[src/rtl/pipeline_pkg.sv]
// Shared definitions for the pipeline hazard/stall controller.
package pipeline_pkg;

  localparam int REG_W_DEF = 5;

  typedef enum logic [1:0] {
    RUN   = 2'd0,
    DWAIT = 2'd1,
    IWAIT = 2'd2
  } state_t;

endpackage

[src/rtl/hazard_detect.sv]
// Load-use hazard detection between the instruction in ID and a load in EX.
module hazard_detect
  import pipeline_pkg::*;
#(
  parameter int REG_W = REG_W_DEF
) (
  input  logic [REG_W-1:0] id_rs1,
  input  logic [REG_W-1:0] id_rs2,
  input  logic             id_use_rs1,
  input  logic             id_use_rs2,
  input  logic [REG_W-1:0] ex_rd,
  input  logic             ex_mem_read,
  output logic             load_use
);

  logic rs1_hit;
  logic rs2_hit;

  assign rs1_hit  = id_use_rs1 && (id_rs1 == ex_rd);
  assign rs2_hit  = id_use_rs2 && (id_rs2 == ex_rd);
  // x0 is hardwired to zero, so a load targeting it never feeds a consumer
  assign load_use = ex_mem_read && (ex_rd != '0) && (rs1_hit || rs2_hit);

endmodule

[src/rtl/pipeline_ctrl.sv]
// Five-stage pipeline control: stage enables/flushes for memory waits,
// branch redirects and load-use stalls, plus a saturating stall counter.
module pipeline_ctrl
  import pipeline_pkg::*;
#(
  parameter int CNT_W = 16,
  parameter int REG_W = REG_W_DEF
) (
  input  logic             clk,
  input  logic             rst,
  input  logic [REG_W-1:0] id_rs1,
  input  logic [REG_W-1:0] id_rs2,
  input  logic             id_use_rs1,
  input  logic             id_use_rs2,
  input  logic [REG_W-1:0] ex_rd,
  input  logic             ex_mem_read,
  input  logic             ex_br_taken,
  input  logic             imem_ready,
  input  logic             dmem_req,
  input  logic             dmem_ready,
  output logic             pc_en,
  output logic             ifid_en,
  output logic             idex_en,
  output logic             exmem_en,
  output logic             memwb_en,
  output logic             ifid_flush,
  output logic             idex_flush,
  output logic             memwb_flush,
  output logic [CNT_W-1:0] stall_cnt
);

  state_t state, state_n;
  logic   redir_pend, redir_n;
  logic   load_use;
  logic   dstall;

  hazard_detect #(.REG_W(REG_W)) u_hazard (
    .id_rs1      (id_rs1),
    .id_rs2      (id_rs2),
    .id_use_rs1  (id_use_rs1),
    .id_use_rs2  (id_use_rs2),
    .ex_rd       (ex_rd),
    .ex_mem_read (ex_mem_read),
    .load_use    (load_use)
  );

  assign dstall = dmem_req && !dmem_ready;

  always_ff @(posedge clk or posedge rst) begin
    if (rst) begin
      state      <= RUN;
      redir_pend <= 1'b0;
    end else begin
      state      <= state_n;
      redir_pend <= redir_n;
    end
  end

  always_comb begin
    state_n     = state;
    redir_n     = redir_pend;
    pc_en       = 1'b1;
    ifid_en     = 1'b1;
    idex_en     = 1'b1;
    exmem_en    = 1'b1;
    memwb_en    = 1'b1;
    ifid_flush  = 1'b0;
    idex_flush  = 1'b0;
    memwb_flush = 1'b0;
    if (rst) begin
      {pc_en, ifid_en, idex_en, exmem_en, memwb_en} = '0;
      {ifid_flush, idex_flush, memwb_flush}         = '1;
      state_n = RUN;
      redir_n = 1'b0;
    end else if (dstall) begin
      // Whole pipe freezes; the bubble keeps WB from retiring twice
      {pc_en, ifid_en, idex_en, exmem_en, memwb_en} = '0;
      memwb_flush = 1'b1;
      state_n     = DWAIT;
    end else begin
      state_n = imem_ready ? RUN : IWAIT;
      if (ex_br_taken) begin
        ifid_flush = 1'b1;
        idex_flush = 1'b1;
      end else if (load_use) begin
        pc_en      = 1'b0;
        ifid_en    = 1'b0;
        idex_flush = 1'b1;
      end else if (!imem_ready) begin
        pc_en      = 1'b0;
        ifid_flush = 1'b1;
      end
      // A redirect taken while a fetch was outstanding leaves that fetch stale
      if (imem_ready) begin
        if (redir_pend) ifid_flush = 1'b1;
        redir_n = 1'b0;
      end else if (ex_br_taken) begin
        redir_n = 1'b1;
      end
    end
  end

  always_ff @(posedge clk or posedge rst) begin
    if (rst) begin
      stall_cnt <= '0;
    end else if (!pc_en && (stall_cnt != '1)) begin
      stall_cnt <= stall_cnt + CNT_W'(1);
    end
  end

endmodule
[config.mk]
export PLATFORM = sky130hd
export DESIGN_NAME = pipeline_ctrl
export DESIGN_NICKNAME = d
export VERILOG_FILES = /design/src/rtl/pipeline_pkg.sv /design/src/rtl/hazard_detect.sv /design/src/rtl/pipeline_ctrl.sv
export SDC_FILE = /design/constraint.sdc
export NUM_CORES = 1
export LEC_CHECK = 0
export ABC_AREA = 0
export BUFFER_PORTS_ARGS = -buffer_cell sky130_fd_sc_hd__buf_2
export CELL_PAD_IN_SITES_DETAIL_PLACEMENT = 0
export CELL_PAD_IN_SITES_GLOBAL_PLACEMENT = 1
export CORE_MARGIN = 2
export CORE_UTILIZATION = 35
export DETAILED_ROUTE_END_ITERATION = 12
export PLACE_DENSITY = 0.89
export RECOVER_POWER = 50
export SYNTH_ARGS = -nofsm -noshare
export SYNTH_HDL_FRONTEND = slang
export SYNTH_SLANG_ARGS = --single-unit
[constraint.sdc]
create_clock -name clk -period 5.8 [get_ports clk]
set_input_delay 0.58 -clock clk [delete_from_list [all_inputs] [get_ports clk]]
set_output_delay 0.58 -clock clk [all_outputs]
set_load 0.03 [all_outputs]
# After elaboration in Yosys (flattened, before gate mapping)
# Index checks and enable logic that the tools add are counted.
# Widths: inputs -> output; s select.
# classes
n_addsub	1
n_eq_ne	4
n_mux	28
n_reduce_logical	12
# ops
operator	n
$mux 1	28
$add 16x1->16 const B	1
$ne 16x16->1 const B	1
$eq 5x5->1	2
$logic_and 1x1->1	6
$reduce_bool 5->1	1
$reduce_bool 3->1	1
$logic_not 1->1	2
$ne 2x2->1 const B	1
$reduce_and 2->1	1
$logic_or 1x1->1	1
# word_totals
regBits	17

# Depth between registers and ports, before layout
# Gate-level depths: netlist of the first run.
# depth
ltp_word	10
mapped_depth	8
mapped_depth_nobuf	7

# Hierarchy
# A second synthesis of the first run with hierarchy kept.
# hier_totals
cells_unflattened	120
area_unflattened_um2	1094.8
# modules_own_cells
module	n_inst	cells_each	area_each_um2	seq_area_each_um2
pipeline_ctrl	1	103	960.9	425.4
hazard_detect	1	17	133.9	0.0

# Least setup slack after synthesis of the first run
# OpenSTA, ideal clock, no wires.
# synth_timing
path_type	input port to output port
startpoint	input rst
endpoint	output ifid_en
t_arrival_ns	1.974
path_slack_ns	3.246
cell_stages	4
path_cell_list	inv_2 -> and2_1 -> inv_1 -> nor2_1
# synth_via
elab_chain_cells	1
# synth_lines
item	line_no	rtl
from (decl)	pipeline_ctrl.sv:10	input logic rst,
$mux 1	pipeline_ctrl.sv:70	if (rst) begin
to (decl)	pipeline_ctrl.sv:22	output logic ifid_en,
# Every way passes these cells.

# Worst setup path after layout of the first run
# layout_timing
startpoint	input rst
endpoint	output pc_en
# layout_via
elab_chain_cells	1
# layout_lines
item	line_no	rtl
$mux 1	pipeline_ctrl.sv:70	
to (decl)	pipeline_ctrl.sv:21	output logic pc_en,
# Every way passes these cells.

==> results list, run 1 <==
- Relative max-transition margin: 0.5216
- For this configuration, the core starts out at a cell density of 0.3693.
- Compared with the post-synthesis result, the final layout area differs by 25.80%.
- TritonCTS created 3 clock buffers.
* Setup CP Type: in2out
- Final routed DRC violation total: 0
- Worst setup skew after layout: 5.189 ps
- Critical-path top delay cell: inv_1
- Multiplexer share of the synthesized area: 0.02211
- The Yosys step of the flow raised 0 warnings.
- For this run, the detailed router's first-pass iteration total came to 3.
- Proportion of layout cells with a drive suffix above 1: 0.3067
* Per-instance average area after synthesis: roughly 10 sq um
* Fin worst setup slack: roughly 3100 ps
- TritonCTS built the clock tree.
- Dividing the final minimum period by the clock period gives 0.4647.
- For the pin with the worst max-slew slack, the measured transition is 716.9 ps.
* Final TNS setup: 0 ps
- Count of input and output buffers: 47
* Count of final max-slew check failures: 0
* Synthesis-stage register bit count: 17
- Util after Layout: 0.4646
- Family with the most delay on the worst path: buffers and inverters
- Post-CTS repair changed the size of 0 cells.
- Counting every net in the synthesized netlist gives around 130.
- Compound-cell area share of the yosys netlist: 0.05160
- Counting tap cells, the placed design contains a total of approximately 180 instances.
* Worst EP required: about 5200 ps
* Row count: 19
- For the worst setup path, the data arrival time is between 2000 and 2500 ps.
- The cell count after synthesis came out at slightly above 100.
- Summing every instance area after synthesis gives approximately 1000 sq um.
- CTS max path bufs: 2
* Final worst path period need: 2695 ps
- The tool flagged a number of max-cap violations equal to 0.
- Count of endpoints failing hold in the final timing report: 0
- Dividing the detail-routed wire length by the instance count gives 11.61 um.
- Timing would allow up to between 0.3 and 0.4 GHz.
* Height of the die: around 58 um
- The number of antenna violations at the first check in global routing is 0.
- Overflow after GRT: 0
* Vias in the first global route: 887
* Distinct cells, synth: 28
- Setup repair bufs after CTS: 0
- Buffer cell driving the clock tree root: clkbuf_4
- Core area: approximately 2800 sq um
- Clk pin slew, worst setup/hold paths: 100 ps
- Final Routed Wirelength: about 2100 um
* XOR/XNOR Fraction of Synth Area: 0.2064
- Proportion of synthesized chip area in sequential cells: 0.4177
- Setup repair after global routing missed its margin: no
* Largest net degree at the start of global routing: 22
- The detailed router placed between 900 and 1000 vias in this run.
- Traced cell by cell, the critical path runs through clkbuf_1 > inv_1 > and2_1 > nand2_1 > a21oi_2 > or2_2 > buf_2.
- Largest family of logic cells by synthesized area: simple AND/OR/NAND/NOR gates
* Design Area, Final: ~1300 sq um
* Count of H-tree levels built during CTS: 1
* Starting DRC count in detailed routing: 31
- The die covers 3358 sq um.
- After detailed routing, the number of vias per cell comes to 5.022.
- Together, buffers and inverters on the worst path number 3.
- Once detail routing completed, the nets flagged for antenna violations numbered 0.
- The path class of the tightest hold or removal check is in2async.
- VDD sags by at most roughly 0.29 mV.
- After filler insertion, the fill cell instance count of the layout stands at approximately 280.
* Placement Cell Area: around 1300 sq um
* Global-route total usage across every layer: 0.1380
- Clk_lat worst skew: 280 ps
* Net count reported at finish: 176
- The congestion estimate from routability-driven global placement came to between 0.7 and 0.8.
- In this run the static leakage power is approximately 0.59 nW.
* Synthesized-area fraction occupied by and/or/nand/nor cells: 0.2568
- Sinks on Clock Net: 17
* Power density cells: 311.8 nW/um^2
- Setup violations remaining at the end of the flow were counted as 0.
* Adder-Cell Fraction of Synth Area: 0.01229
- Detailed placement HPWL: around 1700 um
* Most frequent cells in the layout: buf_2, xnor2_1, dfrtp_1
- First-pass GRT wire length: 3615 um
* DIE WIDTH: between 50 and 60 um
* Most common cell after layout, fill and taps aside: buf_2
- Leaving out filler cells and counting taps, the final layout contains around 180.
* Io pins: 48
* Kind of capture point of the worst setup path: output port
- The flow ran to the end, and the final reports show no timing, DRC or antenna violations.
- On the worst path, the slowest cell contributes a delay of about 520 ps.
- Worst-path fanout max: 21
* Hold-fix buffer count after cts: 0
- Final antenna diode count: 0
- Prior to clock tree synthesis, the placed netlist has a worst setup slack of roughly 3200 ps.
- The worst setup path is launched from an input pin.
==> metal layers <==
layer / track usage / vias up / part of all wire
met2: 0.2581 / 32 / 0.52
met5: 0 / - / 0
met4: 0.04983 / 0 / 0.0048
met1: 0.1479 / 424 / 0.40
met3: 0.03571 / 2 / 0.072
li1: - / 451 / -
==> logic make-up after synthesis <==
group | Yosys count
mux | 2
fa+ha+maj | 1
compound gates | 8
simple gates | 44
xor+xnor | 24
buf+inv | 6
flops | 17
==> worst reg2reg max path, cell delays in order (launching register included) <==
cell and delay (ps):
dfrtp_1 430, and3_4 210, and3_4 190, and4_4 200, and4_4 200, nor3_4 440, mux2_1 380
==> report_power, final <==
group	leakage (nW)	switching, mW	internal, mW	total (mW)
Sequential	0.221	0.0303	0.144	0.174
Clock	0.0150	0.0350	0.0267	0.0617
Combinational	0.349	0.106	0.0578	0.164
Total	0.585	0.171	0.228	0.399
==> sequential cells by signal, summed over array words and instances (netlist names) <==
signal / count
stall_cnt: 16
redir_pend: 1
==> final cells by class <==
class	instances	area [sq um]	share of cell area
clock buffer	4	26.28	0.02051
inverter	3	11.26	0.008789
multi-input combinational	79	559.3	0.4365
sequential	17	425.4	0.3320
tap	31	38.79	0.03027
timing repair buffer	47	220.2	0.1719
==> worst paths after layout <==
kind | from | end | slack (ps) | cells after the start
min in group clk | rst | redir_pend | 470 | 2
worst min register to register | stall_cnt[5] | stall_cnt[5] | 500 | 1
worst min-delay path | rst | stall_cnt[14] | 390 | 2
max in group asynchronous | rst | stall_cnt[4] | 4950 | 2
worst max register to register | stall_cnt[4] | stall_cnt[1] | 3640 | 6
worst max-delay path | rst | pc_en | 3100 | 7
==> cell usage after synthesis (all sizes together) <==
cell type	instances	share of area
and3	7	0.053
inv	3	0.011
a211oi	1	0.0074
o22ai	1	0.0061
buf	3	0.022
xor2	1	0.0086
nor2	3	0.011
dfrtp	17	0.42
nand2b	2	0.012
and4	2	0.022
or4	1	0.0074
nor3	2	0.021
o21ba	1	0.0098
and2	1	0.0061
ha	1	0.012
a21oi	3	0.018
nand2	13	0.048
nand3	3	0.015
xnor2	23	0.20
mux2	2	0.022
or2	1	0.0061
o21ai	2	0.0098
nand4	9	0.055
==> stage by stage <==
stage / total power, mW / hold slack, ps
2_1_floorplan: 0.2927 / 426.0
3_3_place_gp: 0.3401 / 471.1
3_5_place_dp: 0.3467 / 485.4
4_1_cts: 0.4098 / 287.7
5_1_grt: 0.4290 / 444.3
6_report: 0.3995 / 391.0
No activity file was read; power rests on OpenSTA's default activity.
==> run 2: changes to the inputs <==
--- a/config.mk
+++ b/config.mk
@@ -10,9 +10,9 @@
 export CELL_PAD_IN_SITES_DETAIL_PLACEMENT = 0
 export CELL_PAD_IN_SITES_GLOBAL_PLACEMENT = 1
 export CORE_MARGIN = 2
-export CORE_UTILIZATION = 35
+export CORE_UTILIZATION = 33
 export DETAILED_ROUTE_END_ITERATION = 12
-export PLACE_DENSITY = 0.89
+export PLACE_DENSITY = 0.85
 export RECOVER_POWER = 50
 export SYNTH_ARGS = -nofsm -noshare
 export SYNTH_HDL_FRONTEND = slang
==> constraint.sdc (replaced) <==
create_clock -name clk -period 2.5 [get_ports clk]
set_input_delay 0.25 -clock clk [delete_from_list [all_inputs] [get_ports clk]]
set_output_delay 0.25 -clock clk [all_outputs]
set_load 0.03 [all_outputs]
==> results list, run 2 (synthesis results as in run 1) <==
- Status: finished clean (unchanged).
- The standard cell area after detailed placement is 1272 sq um (was 1270 sq um).
- The CTS H-tree depth came to 1 (unchanged).
- The layout overhead on the synthesized area was 27.40% (was 25.80%).
* Sinks on Clock Net: 17 (unchanged)
- Worst VDD drop: 0.4998 mV (was 0.2860 mV)
- Effective utilization at floorplan: 0.3392 (was 0.3693)
- The data arrival time of the critical path came to 1970 ps (was 2120 ps).
* Buffer cell driving the clock tree root: clkbuf_4 (unchanged)
- The via count was 903 (was 909).
* Cts bufs inserted: 3 (unchanged)
- Kind of path behind the tightest hold check: in2reg (was in2async)
- Count of final max-slew check failures: 0 (unchanged)
* CTS tree: built (unchanged)
- Kind of capture point of the worst setup path: output port (unchanged)
- The per-cell routed wire length is 12.15 um (was 11.61 um).
* Largest net degree at the start of global routing: 22 (unchanged)
* Final TNS setup: 0 ps (unchanged)
- The register clock-pin slew on the reported worst setup and hold paths was 90 ps (was 100 ps).
- The transition time at the pin with the least slew margin is 563.6 ps (was 716.9 ps).
* Global-route total usage across every layer: 0.1438 (was 0.1380)
- The initial DRC count came to 10 (was 31).
* Setup repair after global routing missed its margin: no (unchanged)
- The final net count was 177 (was 176).
- Power density cells: 719.1 nW/um^2 (was 311.8 nW/um^2)
- Detailed placement HPWL: 1782 um (was 1745 um)
- Most frequent cells in the layout: buf_2, xnor2_1, dfrtp_1 (unchanged)
- The count of max-cap constraint violations was 0 (unchanged).
- Highest clock rate: 0.4505 GHz
* Overflow after GRT: 0 (unchanged)
- The setup violation total in the final timing report came to 0 (unchanged).
- Post-route antenna net violation count: 0 (unchanged)
- Relative max-transition margin: 0.6231 (was 0.5216)
* Final routed DRC violation total: 0 (unchanged)
- Setup crit start kind: input pin (unchanged)
* Routability Congestion: 0.8041 (was 0.7238)
- The leakage power of the design came to 0.5913 nW (was 0.5853 nW).
* Final antenna diode count: 0 (unchanged)
* Die Outline Area: 3547 sq um (was 3358 sq um)
* Most common cell after layout, fill and taps aside: buf_2 (unchanged)
* Average vias per placed instance: 4.908 (was 5.022)
* Vias in the first global route: 923 (was 887)
- The worst-case clock skew was 16.05 ps (was 5.189 ps).
* Util after Layout: 0.4321 (was 0.4646)
- Top reg by flops: stall_cnt (unchanged)
- The horizontal die dimension is 59.56 um (was 57.95 um).
* Setup CP Type: in2out (unchanged)
- Max FFs per register: 16 (unchanged)
- CTS max path bufs: 2 (unchanged)
* Cell Count, Final, Fillers Out: 184 (was 181)
* First-pass GRT wire length: 3898 um (was 3615 um)
* Share of the clock period used by the worst path after layout: 0.8878
* Registers with the most flip-flops: stall_cnt x16, redir_pend x1 (unchanged)
- The floorplan row count is 20 (was 19).
- The clock network latency to the later pin of the worst-skew pair was 300 ps (was 280 ps).
- Final Routed Wirelength: 2235 um (was 2102 um)
- Worst-path fanout max: 21 (unchanged)
- The number of antenna violations at the first check in global routing is 0 (unchanged).
- Cell Count Post-Placement: 179 (was 177)
- Design Area, Final: 1297 sq um (was 1281 sq um)
- Post-route worst hold slack: 178.8 ps (was 391.0 ps)
- The share of final-layout standard cells stronger than drive strength 1 came to 0.3179 (was 0.3067).
* Worst EP required: 2250 ps (was 5220 ps)
- Height of the die: 59.56 um (was 57.95 um)
- Count of endpoints failing hold in the final timing report: 0 (unchanged)
- The top-level port count came to 48 (unchanged).
* Count of input and output buffers: 47 (unchanged)
* First-pass iteration count of the detailed router: 3 (unchanged)
* Final worst path period need: 2220 ps
* Core area: 3003 sq um (was 2758 sq um)
run 2: cell types whose count changed in the layout (fill, tap and decap cells not counted), sizes merged:
| cell | before | now |
|---|---|---|
| clkbuf | 16 | 15 |
| dlygate4sd3 | 0 | 1 |
| clkinv | 0 | 1 |
run 2: timing repair:
action,CTS,global route
endpoints found under the hold margin,17,0
buffers inserted,0,0
gates resized for setup,0,2
hold buffers,1,0
setup endpoints to repair,0,1
run 2: layout make-up:
type | count | area [sq um]
clock buffers | 3 | 22.52
multi-input cells | 79 | 559.3
well taps | 33 | 41.29
flip-flops and latches | 17 | 425.4
repair buffers | 48 | 230.2
inverters | 3 | 13.76
clock inverters | 1 | 5.005
fillers | 340 | 1705
run 2: metrics by stage:
step           total power [mW]  worst slack [ps]
6_report                 0.9330             280.4
5_1_grt                  0.9954             127.3
4_1_cts                  0.9560             116.0
3_5_place_dp             0.8028             389.0
3_3_place_gp             0.7909             455.8
2_1_floorplan            0.6791             428.7
run 2: report_power, final:
group	internal [mW]	total [mW]	switching, mW
Combinational	0.135	0.381	0.246
Sequential	0.333	0.406	0.0720
Clock	0.0596	0.146	0.0867
run 2: worst paths after layout:
check                               from            end  slack (ps)  cells after the start
max                                  rst          pc_en         280                      8
min                           imem_ready     redir_pend         180                      2
max reg2reg                 stall_cnt[4]   stall_cnt[1]         360                      6
min reg2reg                stall_cnt[11]  stall_cnt[11]         490                      1
max in group asynchronous            rst   stall_cnt[9]        1840                      3
min in group asynchronous            rst   stall_cnt[8]         450                      3
run 2: critical path, cell delays in order:
cell	delay [ps]
dlygate4sd3_1	530
clkbuf_1	130
inv_4	210
and2_1	230
nand2_1	80
a21oi_2	170
or2_2	160
buf_2	200
run 2: metal layers:
metal  wire [um]  share of wire  vias up  global-route usage
met4           8         0.0036        0             0.03492
met2        1172           0.52       15              0.2559
met3          76          0.034        2             0.04803
met1         978           0.44      435              0.1655
li1            -              -      451                   -
met5           0              0        -                   0
==> run 3: changes to the inputs <==
--- a/config.mk
+++ b/config.mk
@@ -10,10 +10,11 @@
 export CELL_PAD_IN_SITES_DETAIL_PLACEMENT = 0
 export CELL_PAD_IN_SITES_GLOBAL_PLACEMENT = 1
 export CORE_MARGIN = 2
-export CORE_UTILIZATION = 33
+export CORE_UTILIZATION = 35
 export DETAILED_ROUTE_END_ITERATION = 12
-export PLACE_DENSITY = 0.85
+export PLACE_DENSITY = 0.89
 export RECOVER_POWER = 50
+export SLEW_MARGIN = 15
 export SYNTH_ARGS = -nofsm -noshare
 export SYNTH_HDL_FRONTEND = slang
 export SYNTH_SLANG_ARGS = --single-unit
==> constraint.sdc (replaced) <==
create_clock -name clk -period 2.68 [get_ports clk]
set_input_delay 0.268 -clock clk [delete_from_list [all_inputs] [get_ports clk]]
set_output_delay 0.268 -clock clk [all_outputs]
set_load 0.03 [all_outputs]
==> results list, run 3 (synthesis results as in run 1) <==
- DR WL/cell: 11.72 um (was 12.15 um)
* Cts bufs inserted: 3 (unchanged)
* Detailed placement HPWL: 1711 um (was 1782 um)
- Net count reported at finish: 177 (unchanged)
- Overflow after GRT: 0 (unchanged)
- Launch point of the worst reg-to-reg path: stall_cnt[4] (unchanged)
- The count of port buffers added during placement was 47 (unchanged).
- The commonest non-fill, non-tap cell in the layout is buf_2 (unchanged).
- The number of antenna diodes came to 0 (unchanged).
* Kind of capture point of the worst setup path: output port (unchanged)
* Buffer cell driving the clock tree root: clkbuf_4 (unchanged)
- Count of final max-slew check failures: 0 (unchanged)
- The number of hold violations in the final report came to 0 (unchanged).
* Destination of the critical timing path: pc_en (unchanged)
- The area of the core came to 2758 sq um (was 3003 sq um).
- The combinational fraction of design power was 0.407 (was 0.409).
* P_leak: 0.5865 nW (was 0.5913 nW)
* Largest net degree at the start of global routing: 22 (unchanged)
- The clock network latency to the later pin of the worst-skew pair came to 280 ps (was 300 ps).
- Final TNS setup: 0 ps (unchanged)
- Post-route antenna net violation count: 0 (unchanged)
- The depth of the worst register-to-register path was 6 (unchanged).
* Switching power: 374.4 uW (was 404.8 uW)
- Max stage delay on crit path: 530 ps (about the same)
- Highest clock rate: between 0.4 and 0.5 GHz
- The total global routing track utilization was 0.1355 (was 0.1438).
- The CTS H-tree depth was 1 (unchanged).
- Max FFs per register: 16 (unchanged)
- Height of the die: 57.95 um (was 59.56 um)
- The final cell count without fillers was 182 (was 184).
- The global placement routability congestion is 0.7461 (was 0.8041).
* Number of setup violations in the final report: 0 (unchanged)
- Top reg by flops: stall_cnt (unchanged)
- Cell Int Power: 494.8 uW (was 528.3 uW)
- The starting utilization of the core area is 0.3693 (was 0.3392).
- Proportion of layout cells with a drive suffix above 1: 0.3113 (was 0.3179)
* Fillcell total: 286 (was 340)
- CTS max path bufs: 2 (unchanged)
- Clock group share of total power: 0.153 (was 0.157)
* Vias in the first global route: 895 (was 923)
- Most frequent cells in the layout: buf_2, xnor2_1, dfrtp_1 (unchanged).
* Final worst path period need: about 2400 ps
* Setup crit start kind: input pin (unchanged)
* Util after Layout: 0.4682 (was 0.4321)
- The floorplan row count came to 19 (was 20).
* Worst-path fanout max: 21 (unchanged)
* Start point of the critical path: rst (unchanged)
- The per-cell via count in the routed design is 4.973 (was 4.908).
- The number of antenna violations at the first check in global routing came to 0 (unchanged).
- The top-level port count came to 48 (unchanged).
- The via count was 905 (was 903).
- R2r endpoint: stall_cnt[1] (unchanged)
- The post-cts repair resize count was 0 (unchanged).
- Status: finished clean (unchanged)
* First-pass GRT wire length: 3615 um (was 3898 um)
- Critical-path top delay cell: dlygate4sd3_1 (unchanged)
* Kind of path behind the tightest hold check: in2reg (unchanged)
- Setup repair bufs after CTS: 0 (unchanged)
- Die Outline Area: 3358 sq um (was 3547 sq um)
- The maximum vdd ir drop was 0.5191 mV (was 0.4998 mV).
* Relative max-transition margin: 0.6286 (was 0.6231)
- The horizontal die dimension was 57.95 um (was 59.56 um).
- Worst EP required: 2410 ps (was 2250 ps)
- Worst reg2reg setup slack: 550 ps (was 360 ps)
- Worst setup skew after layout: 5.277 ps (was 16.05 ps)
- Cell Count Post-Placement: 177 (was 179)
- CTS tree: built (unchanged)
* Setup repair after global routing missed its margin: no (unchanged)
* Total of max-cap violations: 0 (unchanged)
* Sinks on Clock Net: 17 (unchanged)
- The sum of routed wire length over all layers was 2133 um (was 2235 um).
- Dividing the final minimum period by the clock period gives 0.8923.
* Setup CP Type: in2out (unchanged)
- The switching share of total power came to 0.4307 (was 0.4338).
- The layout overhead on the synthesized area came to 26.78% (was 27.40%).
- Power density cells: 673.1 nW/um^2 (was 719.1 nW/um^2)
- The sequential share of power is 0.440 (was 0.435).
- Slew of the pin with the lowest slew margin: 555.3 ps (was 563.6 ps)
- Chain of cells forming the critical path: dlygate4sd3_1 > clkbuf_1 > inv_2 > and2_1 > nand2_1 > a21oi_2 > or2_2 > buf_2 (was dlygate4sd3_1 > clkbuf_1 > inv_4 > and2_1 > nand2_1 > a21oi_2 > or2_2 > buf_2)
- Registers with the most flip-flops: stall_cnt x16, redir_pend x1 (unchanged)
- The register clock-pin slew on the reported worst setup and hold paths came to 90 ps (about the same).
- The remaining design rule violation count is 0 (unchanged).
* Signal arrival time at the worst endpoint: 2120 ps (was 1970 ps)
- First-pass iteration count of the detailed router: 3 (unchanged)
- Starting DRC count in detailed routing: 29 (was 10)
-- run 3: layout make-up --
cell class | instances | area, sq um | share of cell area
Timing Repair Buffer | 48 | 230.2 | 0.1783
Tap cell | 31 | 38.79 | 0.03004
Multi-Input combinational cell | 79 | 559.3 | 0.4331
Inverter | 3 | 11.26 | 0.008721
Clock buffer | 4 | 26.28 | 0.02035
Sequential cell | 17 | 425.4 | 0.3295
-- run 3: power groups by stage --
stage	logic [mW]	registers, mW	clock network [mW]
6_report	0.354	0.382	0.133
5_1_grt	0.385	0.394	0.148
4_1_cts	0.370	0.381	0.140
3_5_place_dp	0.367	0.387	0
3_3_place_gp	0.362	0.377	0
2_1_floorplan	0.157	0.477	0
-- run 3: worst max-delay path, delay by kind of cell --
kind / cells / cell delay [ps]
AOI/OAI and AO/OA: 1 / 180
buffers and inverters: 4 / 1150
and+or+nand+nor: 3 / 520
-- run 3: what timing repair did --
action / 4_1_cts / 5_1_grt
endpoints found under the setup margin: 0 / 0
hold buffers: 1 / 0
hold endpoints to repair: 17 / 0
-- run 3: worst min path at each step --
stage / start / to / slack, ps / cells past startpoint
5_1_grt: imem_ready / redir_pend / 190 / 2
3_5_place_dp: rst / stall_cnt[0] / 290 / 2
6_report: imem_ready / redir_pend / 200 / 2
2_1_floorplan: rst / redir_pend / 110 / 1
4_1_cts: imem_ready / redir_pend / 180 / 2
3_3_place_gp: rst / redir_pend / 280 / 2
-- run 3: layer usage --
metal | GRT usage | up-vias | share of wire
li1 | - | 452 | -
met1 | 0.1573 | 419 | 0.44
met2 | 0.2451 | 32 | 0.49
met4 | 0.03987 | 0 | 0.0028
met5 | 0 | - | 0
met3 | 0.03348 | 2 | 0.068
-- run 3: through the flow --
step / setup slack (ps) / area (sq um) / hold slack [ps] / total power [mW]
5_1_grt: 143.6 / 1291 / 193.3 / 0.9266
2_1_floorplan: 608.7 / 1018 / 114.0 / 0.6335
3_3_place_gp: 630.0 / 1270 / 283.2 / 0.7395
3_5_place_dp: 570.8 / 1270 / 288.7 / 0.7543
4_1_cts: 237.6 / 1306 / 176.1 / 0.8910
6_report: 288.5 / 1291 / 196.2 / 0.8692
